<file path="config.mk">
export PLATFORM = sky130hd
export DESIGN_NAME = config_loader
export DESIGN_NICKNAME = d
export VERILOG_FILES = /design/src/rtl/config_loader_pkg.sv /design/src/rtl/cfg_crc8.sv /design/src/rtl/config_loader.sv
export SDC_FILE = /design/constraint.sdc
export NUM_CORES = 1
export LEC_CHECK = 0
export ABC_AREA = 1
export CORE_MARGIN = 1
export CORE_UTILIZATION = 52
export CTS_CLUSTER_SIZE = 28
export DETAILED_ROUTE_END_ITERATION = 7
export GPL_TIMING_DRIVEN = 0
export HOLD_SLACK_MARGIN = 0.15
export PLACE_DENSITY = 0.77
export SYNTH_ARGS = -nofsm -noshare
export SYNTH_HDL_FRONTEND = slang
export SYNTH_SLANG_ARGS = --single-unit
export TNS_END_PERCENT = 100
</file>
<file path="constraint.sdc">
create_clock -name clk -period 1.6 [get_ports clk]
set_input_delay 0.16 -clock clk [delete_from_list [all_inputs] [get_ports clk]]
set_output_delay 0.16 -clock clk [all_outputs]
set_load 0.01 [all_outputs]
</file>
<file path="src/rtl/config_loader_pkg.sv">
// Shared types and constants for the config-chain loader.
// The readback path (CFG_LOADER_READBACK_EN) uses the CRC constants and step function.
package config_loader_pkg;

  typedef enum logic [2:0] {
    IDLE,
    LOAD,
    SHIFT,
    VERIFY,
    FINISH
  } state_t;

  localparam logic [7:0] CRC8_POLY = 8'h07;
  localparam logic [7:0] CRC8_INIT = 8'h00;

  // One serial CRC-8 step, MSB-first feedback.
  function automatic logic [7:0] crc8_step(input logic [7:0] crc, input logic din);
    logic fb;
    fb = crc[7] ^ din;
    return {crc[6:0], 1'b0} ^ (fb ? CRC8_POLY : 8'h00);
  endfunction

endpackage

</file>
<file path="src/rtl/cfg_crc8.sv">
// Bit-serial CRC-8 accumulator (poly 0x07). clr restarts at CRC8_INIT,
// en folds in one bit per cycle.
module cfg_crc8
  import config_loader_pkg::*;
(
  input  logic       clk,
  input  logic       rst,
  input  logic       clr,
  input  logic       en,
  input  logic       din,
  output logic [7:0] crc
);

  // CRC register: clear has priority over accumulate.
  always_ff @(posedge clk or posedge rst) begin
    if (rst)      crc <= CRC8_INIT;
    else if (clr) crc <= CRC8_INIT;
    else if (en)  crc <= crc8_step(crc, din);
  end

endmodule

</file>
<file path="src/rtl/config_loader.sv">
// Streams bitstream words MSB-first into a serial configuration chain.
// Optional readback: define CFG_LOADER_READBACK_EN to add a VERIFY pass that
// recirculates the chain once and compares CRC-8 of sent vs returned bits.
module config_loader
  import config_loader_pkg::*;
#(
  parameter int CHAIN_LEN = 48,
  parameter int WORD_W    = 8
) (
  input  logic              clk,
  input  logic              rst,
  input  logic              start,
  input  logic              word_valid,
  input  logic [WORD_W-1:0] word_data,
  output logic              word_ready,
  output logic              cfg_en,
  output logic              cfg_data,
  input  logic              cfg_tail,
  output logic              busy,
  output logic              done,
  output logic              error
);

  localparam int CNT_W  = $clog2(CHAIN_LEN + 1);
  localparam int WCNT_W = $clog2(WORD_W + 1);
  localparam logic [CNT_W-1:0]  LAST_BIT  = CNT_W'(CHAIN_LEN - 1);
  localparam logic [WCNT_W-1:0] LAST_WBIT = WCNT_W'(WORD_W - 1);

  state_t             state, state_nxt;
  logic [WORD_W-1:0]  shreg;
  logic [CNT_W-1:0]   bit_cnt;
  logic [WCNT_W-1:0]  word_cnt;
  logic               last_bit, last_wbit;

  assign last_bit  = (bit_cnt == LAST_BIT);
  assign last_wbit = (word_cnt == LAST_WBIT);

  // State register.
  always_ff @(posedge clk or posedge rst) begin
    if (rst) state <= IDLE;
    else     state <= state_nxt;
  end

  // Next state and Moore outputs; all outputs fall to 0 as soon as reset forces IDLE.
  always_comb begin
    state_nxt  = state;
    word_ready = 1'b0;
    cfg_en     = 1'b0;
    cfg_data   = 1'b0;
    busy       = 1'b1;
    done       = 1'b0;
    case (state)
      IDLE: begin
        busy = 1'b0;
        if (start) state_nxt = LOAD;
      end
      LOAD: begin
        word_ready = 1'b1;
        if (word_valid) state_nxt = SHIFT;
      end
      SHIFT: begin
        cfg_en   = 1'b1;
        cfg_data = shreg[WORD_W-1];
        // The chain-length test wins, so a partial last word has its low bits dropped.
        if (last_bit) begin
`ifdef CFG_LOADER_READBACK_EN
          state_nxt = VERIFY;
`else
          state_nxt = FINISH;
`endif
        end else if (last_wbit) begin
          state_nxt = LOAD;
        end
      end
`ifdef CFG_LOADER_READBACK_EN
      VERIFY: begin
        // Feeding the tail back into the head restores the chain after CHAIN_LEN shifts.
        cfg_en   = 1'b1;
        cfg_data = cfg_tail;
        if (last_bit) state_nxt = FINISH;
      end
`endif
      FINISH: begin
        done      = 1'b1;
        state_nxt = IDLE;
      end
      default: state_nxt = IDLE;
    endcase
  end

  // Word shift register and bit/word counters.
  always_ff @(posedge clk or posedge rst) begin
    if (rst) begin
      shreg    <= '0;
      bit_cnt  <= '0;
      word_cnt <= '0;
    end else begin
      case (state)
        IDLE: if (start) bit_cnt <= '0;
        LOAD: begin
          word_cnt <= '0;
          if (word_valid) shreg <= word_data;
        end
        SHIFT: begin
          shreg    <= shreg << 1;
          word_cnt <= word_cnt + 1'b1;
`ifdef CFG_LOADER_READBACK_EN
          // Restart the count so VERIFY can time its own CHAIN_LEN-cycle pass.
          bit_cnt  <= last_bit ? '0 : bit_cnt + 1'b1;
`else
          bit_cnt  <= bit_cnt + 1'b1;
`endif
        end
`ifdef CFG_LOADER_READBACK_EN
        VERIFY: bit_cnt <= bit_cnt + 1'b1;
`endif
        default: ;
      endcase
    end
  end

`ifdef CFG_LOADER_READBACK_EN
  logic [7:0] crc_tx, crc_rb;
  logic       crc_clr;

  assign crc_clr = (state == IDLE) && start;

  cfg_crc8 u_crc_tx (
    .clk (clk),
    .rst (rst),
    .clr (crc_clr),
    .en  (state == SHIFT),
    .din (shreg[WORD_W-1]),
    .crc (crc_tx)
  );

  cfg_crc8 u_crc_rb (
    .clk (clk),
    .rst (rst),
    .clr (crc_clr),
    .en  (state == VERIFY),
    .din (cfg_tail),
    .crc (crc_rb)
  );

  // Sticky mismatch flag; the last returned bit is folded in combinationally so
  // the verdict is ready by the time FINISH is entered.
  always_ff @(posedge clk or posedge rst) begin
    if (rst)
      error <= 1'b0;
    else if (crc_clr)
      error <= 1'b0;
    else if ((state == VERIFY) && last_bit && (crc_tx != crc8_step(crc_rb, cfg_tail)))
      error <= 1'b1;
  end
`else
  logic unused_tail;
  assign unused_tail = cfg_tail;
  assign error       = 1'b0;
`endif

endmodule
</file>
==> results.cfg, run 1 <==
[synth]
post-synth-top-count-cell = nand2_1
ys_seq_area_frac = 0.429
synth.net_count = 159
synth_edf_count = 0
yosysWarningCount = 0
syn_avg_cell_area_sq_um = 8.51
synth_top_flop_cell = dfrtp_1
synth_top_area_cell = dfrtp_1
synth.distinct_cells = 26
synth-seq-cells = 21
syn_inst = 144
synth.area.top_cells = dfrtp_1, nand2_1, o21ai_2
synth_commonest_cells = nand2_1, dfrtp_1, nand3_1
synthArstFlopShare = 1.00
synth_top_area_frac = 0.429
netlist_area_sq_um = 1220

[power_and_ir_drop]
leakagePower_nw = 0.752
p_per_area_nw_per_um2 = 1600
peakVddDrop_mv = 1.27

[place]
io_buffers = 16
gp_congestion = 0.707
dp_hpwl_microns = 1700
post-place-ws_ns = -0.206

[floorplanning]
design.core.area_sq_um = 2210
die-area_sq_um = 2550
initial_core_util = 0.554
ios = 19
fp.dieH_microns = 50.5
fp-row-count = 17
die_w_microns = 50.5

[clocking]
cts_max_level = 1
clkTransAtPathRegs_ns = 0.12
numClockSinks = 21
clk_latency_ns = 0.31
ctsRootBufferMaster = clkbuf_4
clock_path_buffers = 2
cts_buffers = 3
cts_tree = done

[timing]
skew_ns = 0.0109
fin_tns_setup_ns = 0
maxSlewViolCount = 0
rsz0062_at_grt = yes
slew_headroom = 0.455
fin_crit_sh = 0.979
setup_viol = 0
timing.fmax_mhz = 638
worst_slew_pin_slew_ns = 0.817
hold_violations = 0
worst_slack_ns = 0.0329
period_needed_ns = 1.57

[flow_run]
maxCapViolCount = 0

[global_routing]
grt_pass1_wl_microns = 3930
grt_max_degree = 22
overflow = 0
antenna_found_initial = 0
grt_pass1_vias = 923
track_usage = 0.207

[worst_setup_path]
path_buf_inv = 3
worst_setup_path_end_kind = output pin
cp_data_arrival_time_ns = 1.41
critical_path_class = reg -> out
endpoint = word_ready
cp_cell_sequence = buf_4 > nor2_4 > nand2_4 > inv_4 > dlygate4sd2_1
cpMaxStageDelayCell = dfrtp_1
start_kind = flop
path_delay_family = buffers and inverters
rr_startpoint = state[0]$_DFFE_PP0P_
regToRegSetupSlack_ns = 0.23
cp_slowest_stage_delay_ns = 0.41
cp-startpoint = state[2]$_DFFE_PP0P_
crit_fanout = 5
r2r-end = shreg[4]$_DFFE_PP0P_
reg2reg_depth = 8
cp.required_ns = 1.44
cp.depth = 5

[route]
drtPass1Iterations = 4
routed_wl_microns = 2380
wl_per_cell_microns = 12.0
dr_total_vias = 1011
avgViaCountPerCell = 5.11
first_iter_violations = 14
drc = 0
drtAntennaViolNets = 0

[cells_and_area]
drive_above_1_share = 0.265
utilization = 0.670
fin_nets = 186
area_delta_synth_final_pct = 20.9
n_antenna_cell = 0

[hold_path]
worstHoldPathType = in -> async

[outcome]
status = finished, final reports clean
kinds of logic after synthesis:
family	synth area share
AO/OA/AOI/OAI	0.125
adder cells (fa/ha/maj)	0.0204
buffers and inverters	0.123
flip-flops	0.429
other	0.00306
AND/OR/NAND/NOR	0.300
worst min path at each step:
stage	end	start	slack (ns)
after CTS	shreg[5]$_DFFE_PP0P_	rst	0.32
after global placement	shreg[0]$_DFFE_PP0P_	shreg[0]$_DFFE_PP0P_	0.49
after floorplan	bit_cnt[0]$_DFFE_PP0P_	rst	0.14
final	shreg[5]$_DFFE_PP0P_	rst	0.29
after global routing	shreg[5]$_DFFE_PP0P_	rst	0.36
after detailed placement	shreg[6]$_DFFE_PP0P_	shreg[6]$_DFFE_PP0P_	0.51
sequential cells by signal, summed over array words and instances (netlist names):
name / flops
bit_cnt: 6
shreg: 8
word_cnt: 4
state: 3
cell usage in the layout, fill, tap and decap left out, types with 2 or more instances in the layout:
master,synthesis,layout
buf_4,2,8
buf_8,2,2
clkbuf_4,0,3
clkdlybuf4s50_1,0,11
dfrtp_1,21,20
dlygate4sd2_1,0,3
ha_1,2,2
inv_1,16,15
inv_2,2,3
nand2_1,39,39
nand2_4,3,3
nand3_1,19,19
nor2_1,6,5
o21ai_0,5,5
o21ai_2,13,13
report_power, final:
group	switching, mW	leakage (nW)	total [mW]	internal (mW)
registers	0.123	0.273	0.837	0.714
logic	0.713	0.463	1.27	0.561
clock network	0.162	0.0150	0.259	0.0972
per-stage QoR:
stage / total power [mW] / cells / hold WS, ns / area (sq um)
2_1_floorplan: 1.76 / 144 / 0.137 / 1220
3_3_place_gp: 2.02 / 188 / 0.493 / 1420
3_5_place_dp: 2.06 / 188 / 0.505 / 1420
4_1_cts: 2.33 / 194 / 0.321 / 1450
5_1_grt: 2.56 / 198 / 0.364 / 1480
6_report: 2.37 / 198 / 0.293 / 1480
final cells by class:
cell class	count	area [sq um]
multi-input cells	98	552
repair buffers	23	199
clock buffers	4	26.3
inverters	19	73.8
fillers	194	731
plain buffers	5	68.8
well taps	28	35.0
flip-flops and latches	21	527
worst register-to-register path, cell delays in order (launching register included):
cell and delay (ns):
dfrtp_1 0.41, inv_2 0.10, nand3_4 0.11, buf_8 0.17, buf_4 0.16, buf_12 0.14, o21ai_2 0.11, nand2_1 0.07
o21ai_2 0.05
routing by layer:
layer	vias up	share of wire	global-route usage	wire length [microns]
li1	510	-	-	-
met1	477	0.47	0.257	1110
met2	20	0.49	0.358	1150
met3	4	0.038	0.0576	91
met4	0	0.010	0.0417	24
met5	-	0	0	0
timing repair:
action | in CTS | in global routing
hold buffers | 0 | 0
gates resized for setup | 11 | 2
endpoints found under the setup margin | 5 | 2
pin swaps | 1 | 1
buffers inserted | 2 | 5
gates cloned | 0 | 0
Note: power is estimated with default switching activity, not from simulation.
==> run 2: changes to the inputs <==
--- a/config.mk
+++ b/config.mk
@@ -13,6 +13,7 @@
 export GPL_TIMING_DRIVEN = 0
 export HOLD_SLACK_MARGIN = 0.15
 export PLACE_DENSITY = 0.77
+export SKIP_LAST_GASP = 1
 export SYNTH_ARGS = -nofsm -noshare
 export SYNTH_HDL_FRONTEND = slang
 export SYNTH_SLANG_ARGS = --single-unit
==> run 2 against run 1 <==
Register-to-register slack about the same; utilization increased by 0.34 points; combinational power is essentially flat; highest routed layer unchanged.
==> results.cfg, run 2 (synthesis results as in run 1) <==
[floorplanning]
initial_core_util = 0.554
fp-row-count = 17
design.core.area_sq_um = 2210
ios = 19
die-area_sq_um = 2550
fp.dieH_microns = 50.5
die_w_microns = 50.5

[route]
drtPass1Iterations = 4
avgViaCountPerCell = 5.04
drtAntennaViolNets = 0
routed_wl_microns = 2410
dr_total_vias = 1003
wl_per_cell_microns = 12.1
first_iter_violations = 14
drc = 0

[clocking]
clock_path_buffers = 2
cts_tree = done
clkTransAtPathRegs_ns = 0.12
cts_buffers = 3
numClockSinks = 21
ctsRootBufferMaster = clkbuf_4
clk_latency_ns = 0.31
cts_hold_buf = 0
cts_max_level = 1

[global_routing]
grt_max_degree = 22
grt_pass1_wl_microns = 3930
overflow = 0
grt_pass1_vias = 919
antenna_found_initial = 0
track_usage = 0.207

[timing]
fin_crit_sh = 0.991
setup_viol = 0
slew_headroom = 0.458
worst_slew_pin_slew_ns = 0.813
maxSlewViolCount = 0
period_needed_ns = 1.58
fin_tns_setup_ns = 0
rsz0062_at_grt = yes
skew_ns = 0.00949
timing.fmax_mhz = 631
hold_violations = 0

[power_and_ir_drop]
power.total_mw = 2.39
leakagePower_nw = 0.756
p_per_area_nw_per_um2 = 1600
peakVddDrop_mv = 1.18

[cells_and_area]
n_antenna_cell = 0
drive_above_1_share = 0.269
largest_register_ffs = 8
layout.cells.non_filler = 199
final_cell_mix = nand2_1, dfrtp_1, nand3_1
largest-register = shreg
top_regs = shreg x8, bit_cnt x6, word_cnt x4
area_delta_synth_final_pct = 21.6
mostFrequentLayoutCell = nand2_1
fin_nets = 187
stdcell_area_sq_um = 1490

[worst_setup_path]
cp.required_ns = 1.44
cp_slowest_stage_delay_ns = 0.42
cp_cell_sequence = buf_4 > nor2_4 > nand2_4 > inv_4 > dlygate4sd2_1
path_delay_family = buffers and inverters
cp_data_arrival_time_ns = 1.42
start_kind = flop
worst_setup_path_end_kind = output pin
crit_fanout = 5
path_buf_inv = 3
critical_path_class = reg -> out
cpMaxStageDelayCell = dfrtp_1

[place]
gp_congestion = 0.707
post-place-cells = 188
io_buffers = 16
place_area_sq_um = 1420
dp_hpwl_microns = 1700

[hold_path]
worstHoldPathType = in -> async

[flow_run]
maxCapViolCount = 0

[outcome]
status = finished, final reports clean
## run 2: changes by cell type in the layout (fill, tap and decap cells not counted)
cell	change
buf_4	+1
## run 2: per-layer routing
layer | global-route usage | up-vias | part of all wire
li1 | - | 515 | -
met3 | 0.0576 | 4 | 0.025
met2 | 0.358 | 12 | 0.49
met5 | 0 | - | 0
met4 | 0.0417 | 0 | 0.012
met1 | 0.257 | 472 | 0.47
## run 2: cell type report
class / count / area, sq um
buffer: 5 / 68.8
multi-input combinational: 98 / 552
timing repair buffer: 24 / 206
clock buffer: 4 / 26.3
sequential: 21 / 527
fill: 194 / 723
tap: 28 / 35.0
inverter: 19 / 73.8
## run 2: path summary, 6_finish.rpt
| kind | to | slack (ns) | cells past startpoint | start |
|---|---|---|---|---|
| min in group clk | shreg[0]$_DFFE_PP0P_ | 0.43 | 3 | word_data[0] |
| worst min register to register | bit_cnt[4]$_DFFE_PP0P_ | 0.52 | 1 | bit_cnt[4]$_DFFE_PP0P_ |
| worst max register to register | shreg[4]$_DFFE_PP0P_ | 0.23 | 8 | state[0]$_DFFE_PP0P_ |
| max in group asynchronous | state[1]$_DFFE_PP0P_ | 0.74 | 2 | rst |
| worst min-delay path | bit_cnt[2]$_DFFE_PP0P_ | 0.29 | 2 | rst |
| worst max-delay path | word_ready | 0.02 | 5 | state[2]$_DFFE_PP0P_ |
## run 2: stage by stage
step           hold WS (ns)  utilization  worst slack (ns)
4_1_cts               0.321        0.660            -0.173
3_5_place_dp          0.505        0.642            -0.206
3_3_place_gp          0.493        0.642            -0.195
2_1_floorplan         0.137            -             0.348
6_report              0.292        0.673            0.0150
5_1_grt               0.364        0.673           -0.0468
## run 2: timing repair
| action | in CTS | in global routing |
|---|---|---|
| pin swaps | 1 | 1 |
| setup buffers | 2 | 6 |
| resized for setup | 10 | 3 |
| setup endpoints to repair | 5 | 2 |
## run 2: where the power goes
part | leakage [nW] | switching [mW] | internal (mW)
clock | 0.0150 | 0.162 | 0.0973
sequential | 0.273 | 0.123 | 0.714
combinational | 0.468 | 0.716 | 0.575
==> run 3: changes to the inputs <==
--- a/config.mk
+++ b/config.mk
@@ -7,14 +7,14 @@
 export LEC_CHECK = 0
 export ABC_AREA = 1
 export CORE_MARGIN = 1
-export CORE_UTILIZATION = 52
+export CORE_UTILIZATION = 48
 export CTS_CLUSTER_SIZE = 28
 export DETAILED_ROUTE_END_ITERATION = 7
 export GPL_TIMING_DRIVEN = 0
-export HOLD_SLACK_MARGIN = 0.15
-export PLACE_DENSITY = 0.77
+export PLACE_DENSITY = 0.72
 export SKIP_LAST_GASP = 1
 export SYNTH_ARGS = -nofsm -noshare
 export SYNTH_HDL_FRONTEND = slang
+export SYNTH_HIERARCHICAL = 1
 export SYNTH_SLANG_ARGS = --single-unit
 export TNS_END_PERCENT = 100
==> run 3 against run 2 <==
The flow now finishes with violations (negative setup slack); via count fell by 1.4%; die area rose by 8.0%; flip-flop and latch count unchanged; first-iteration DRC count grew 14%; final cell count did not move; combinational power hardly changed; critical path type unchanged; critical endpoint is now cfg_data; largest cell class unchanged; largest power group unchanged; highest routed layer unchanged.
==> results.cfg, run 3 <==
[outcome]
status = complete, but fails checks
violations = negative setup slack

[timing]
worst_slew_pin_slew_ns = 0.796
maxSlewViolCount = 0
worst_slack_ns = -0.0288
setup_viol = 1
rsz0062_at_grt = yes
slew_headroom = 0.469
fin_hold_ws_ns = 0.289
period_needed_ns = 1.63
skew_ns = 0.00298
fin_crit_sh = 1.02
hold_violations = 0
timing.fmax_mhz = 614

[power_and_ir_drop]
leakagePower_nw = 0.754
p_per_area_nw_per_um2 = 1590
peakVddDrop_mv = 0.927

[cells_and_area]
mostFrequentLayoutCell = nand2_1
n_antenna_cell = 0
register_area_sq_um = 526
area_delta_synth_final_pct = 20.6
largest-register = shreg
fin_nets = 187
top_regs = shreg x8, bit_cnt x6, word_cnt x4
multi_input_area_sq_um = 549
final_cell_mix = nand2_1, dfrtp_1, nand3_1
drive_above_1_share = 0.269
largest_register_ffs = 8
layout.cells.non_filler = 199
fillers = 203
utilization = 0.643

[worst_setup_path]
rr_startpoint = state[2]$_DFFE_PP0P_
cp_data_arrival_time_ns = 1.47
cp.required_ns = 1.44
reg2reg_depth = 9
regToRegSetupSlack_ns = 0.13
worst_setup_path_end_kind = output pin
r2r-end = bit_cnt[5]$_DFFE_PP0P_
crit_fanout = 10
start_kind = flop
critical_path_class = reg -> out

[synth]
synth.distinct_cells = 26
synth_commonest_cells = nand2_1, dfrtp_1, nand3_1
post-synth-top-count-cell = nand2_1
synth.net_count = 159
ys_seq_area_frac = 0.429
synth_fa_ha_area_frac = 0.0204
synth_top_flop_cell = dfrtp_1
synth_top_family_by_area = simple AND/OR/NAND/NOR gates
synth_edf_count = 0
netlist_area_sq_um = 1220
syn_inst = 144
synthXorXnorAreaFrac = 0
synth_top_area_frac = 0.429
yosysWarningCount = 6
synthArstFlopShare = 1.00
synth_simple_gate_area_frac = 0.300
synth.area.top_cells = dfrtp_1, nand2_1, o21ai_2
synthMuxAreaShare = 0
syn_avg_cell_area_sq_um = 8.51
synth_top_area_cell = dfrtp_1
synth-seq-cells = 21
synth_compound_area_frac = 0.125

[route]
drtAntennaViolNets = 0
avgViaCountPerCell = 4.97
wl_per_cell_microns = 11.7
drtPass1Iterations = 4
first_iter_violations = 16
dr_total_vias = 989
drc = 0
routed_wl_microns = 2340

[global_routing]
overflow = 0
grt_pass1_vias = 931
track_usage = 0.198
grt_max_degree = 22
antenna_found_initial = 0
grt_pass1_wl_microns = 3950

[clocking]
clkTransAtPathRegs_ns = 0.11
clk_latency_ns = 0.31
clock_path_buffers = 2
cts_max_level = 1
ctsRootBufferMaster = clkbuf_4
cts_tree = done
cts_buffers = 3
cts_hold_buf = 0
numClockSinks = 21

[floorplanning]
die-area_sq_um = 2760
ios = 19
fp.dieH_microns = 52.5
initial_core_util = 0.533
fp-row-count = 17
design.core.area_sq_um = 2300
die_w_microns = 52.5

[flow_run]
maxCapViolCount = 0

[place]
dp_hpwl_microns = 1670
post-place-cells = 188
gp_congestion = 0.780
io_buffers = 16

[hold_path]
worstHoldPathType = in -> async
==> run 3: stage by stage <==
stage                     instance area [sq um]  TNS, ns  total power [mW]  setup WS [ns]
after floorplan                            1220        0              1.76          0.348
after global placement                     1420   -0.150              2.02         -0.150
after detailed placement                   1420   -0.167              2.06         -0.167
after CTS                                  1470   -0.173              2.35         -0.173
after global routing                       1480   -0.118              2.57         -0.118
final                                      1480  -0.0288              2.36        -0.0288
==> run 3: cell families after synthesis <==
group | count (synthesis)
AND/OR/NAND/NOR | 75
buffers and inverters | 25
flip-flops | 21
AO/OA/AOI/OAI | 20
adder cells (fa/ha/maj) | 2
other | 1
==> run 3: layout make-up <==
| class | instances | area share |
|---|---|---|
| Clock buffer | 4 | 0.0178 |
| Multi-Input combinational cell | 98 | 0.372 |
| Inverter | 19 | 0.0500 |
| Tap cell | 28 | 0.0237 |
| Buffer | 6 | 0.0517 |
| Timing Repair Buffer | 23 | 0.130 |
| Sequential cell | 21 | 0.356 |
==> run 3: worst max path at each step <==
stage	startpoint	endpoint	slack [ns]
6_report	state[0]$_DFFE_PP0P_	cfg_data	-0.03
5_1_grt	state[0]$_DFFE_PP0P_	cfg_data	-0.12
4_1_cts	state[0]$_DFFE_PP0P_	cfg_data	-0.17
3_5_place_dp	state[0]$_DFFE_PP0P_	cfg_data	-0.17
3_3_place_gp	state[0]$_DFFE_PP0P_	cfg_data	-0.15
2_1_floorplan	state[0]$_DFFE_PP0P_	cfg_data	0.35
==> run 3: critical path, stage by stage, from the launching register on <==
cell and delay [ns]:
dfrtp_1 0.41, inv_2 0.10, nand3_4 0.10, buf_8 0.15
buf_4 0.17, nor2_1 0.10, clkbuf_2 0.14
==> run 3: timing repair <==
action	4_1_cts	5_1_grt
setup endpoints to repair	5	4
hold endpoints to repair	0	0
gates resized for setup	6	8
setup buffers	4	3
pin swaps	1	2
cloned	0	0
==> run 3: routing by layer <==
| metal | global-route usage | part of all wire | up-vias |
|---|---|---|---|
| met5 | 0 | 0 | - |
| met4 | 0.0439 | 0.0039 | 0 |
| met3 | 0.0522 | 0.045 | 2 |
| met2 | 0.346 | 0.48 | 16 |
| met1 | 0.240 | 0.47 | 462 |
| li1 | - | - | 509 |
==> run 3: power by group <==
group	internal, mW	switching [mW]	total [mW]
logic	0.560	0.712	1.27
registers	0.711	0.117	0.829
clock network	0.0974	0.159	0.256
total	1.37	0.988	2.36
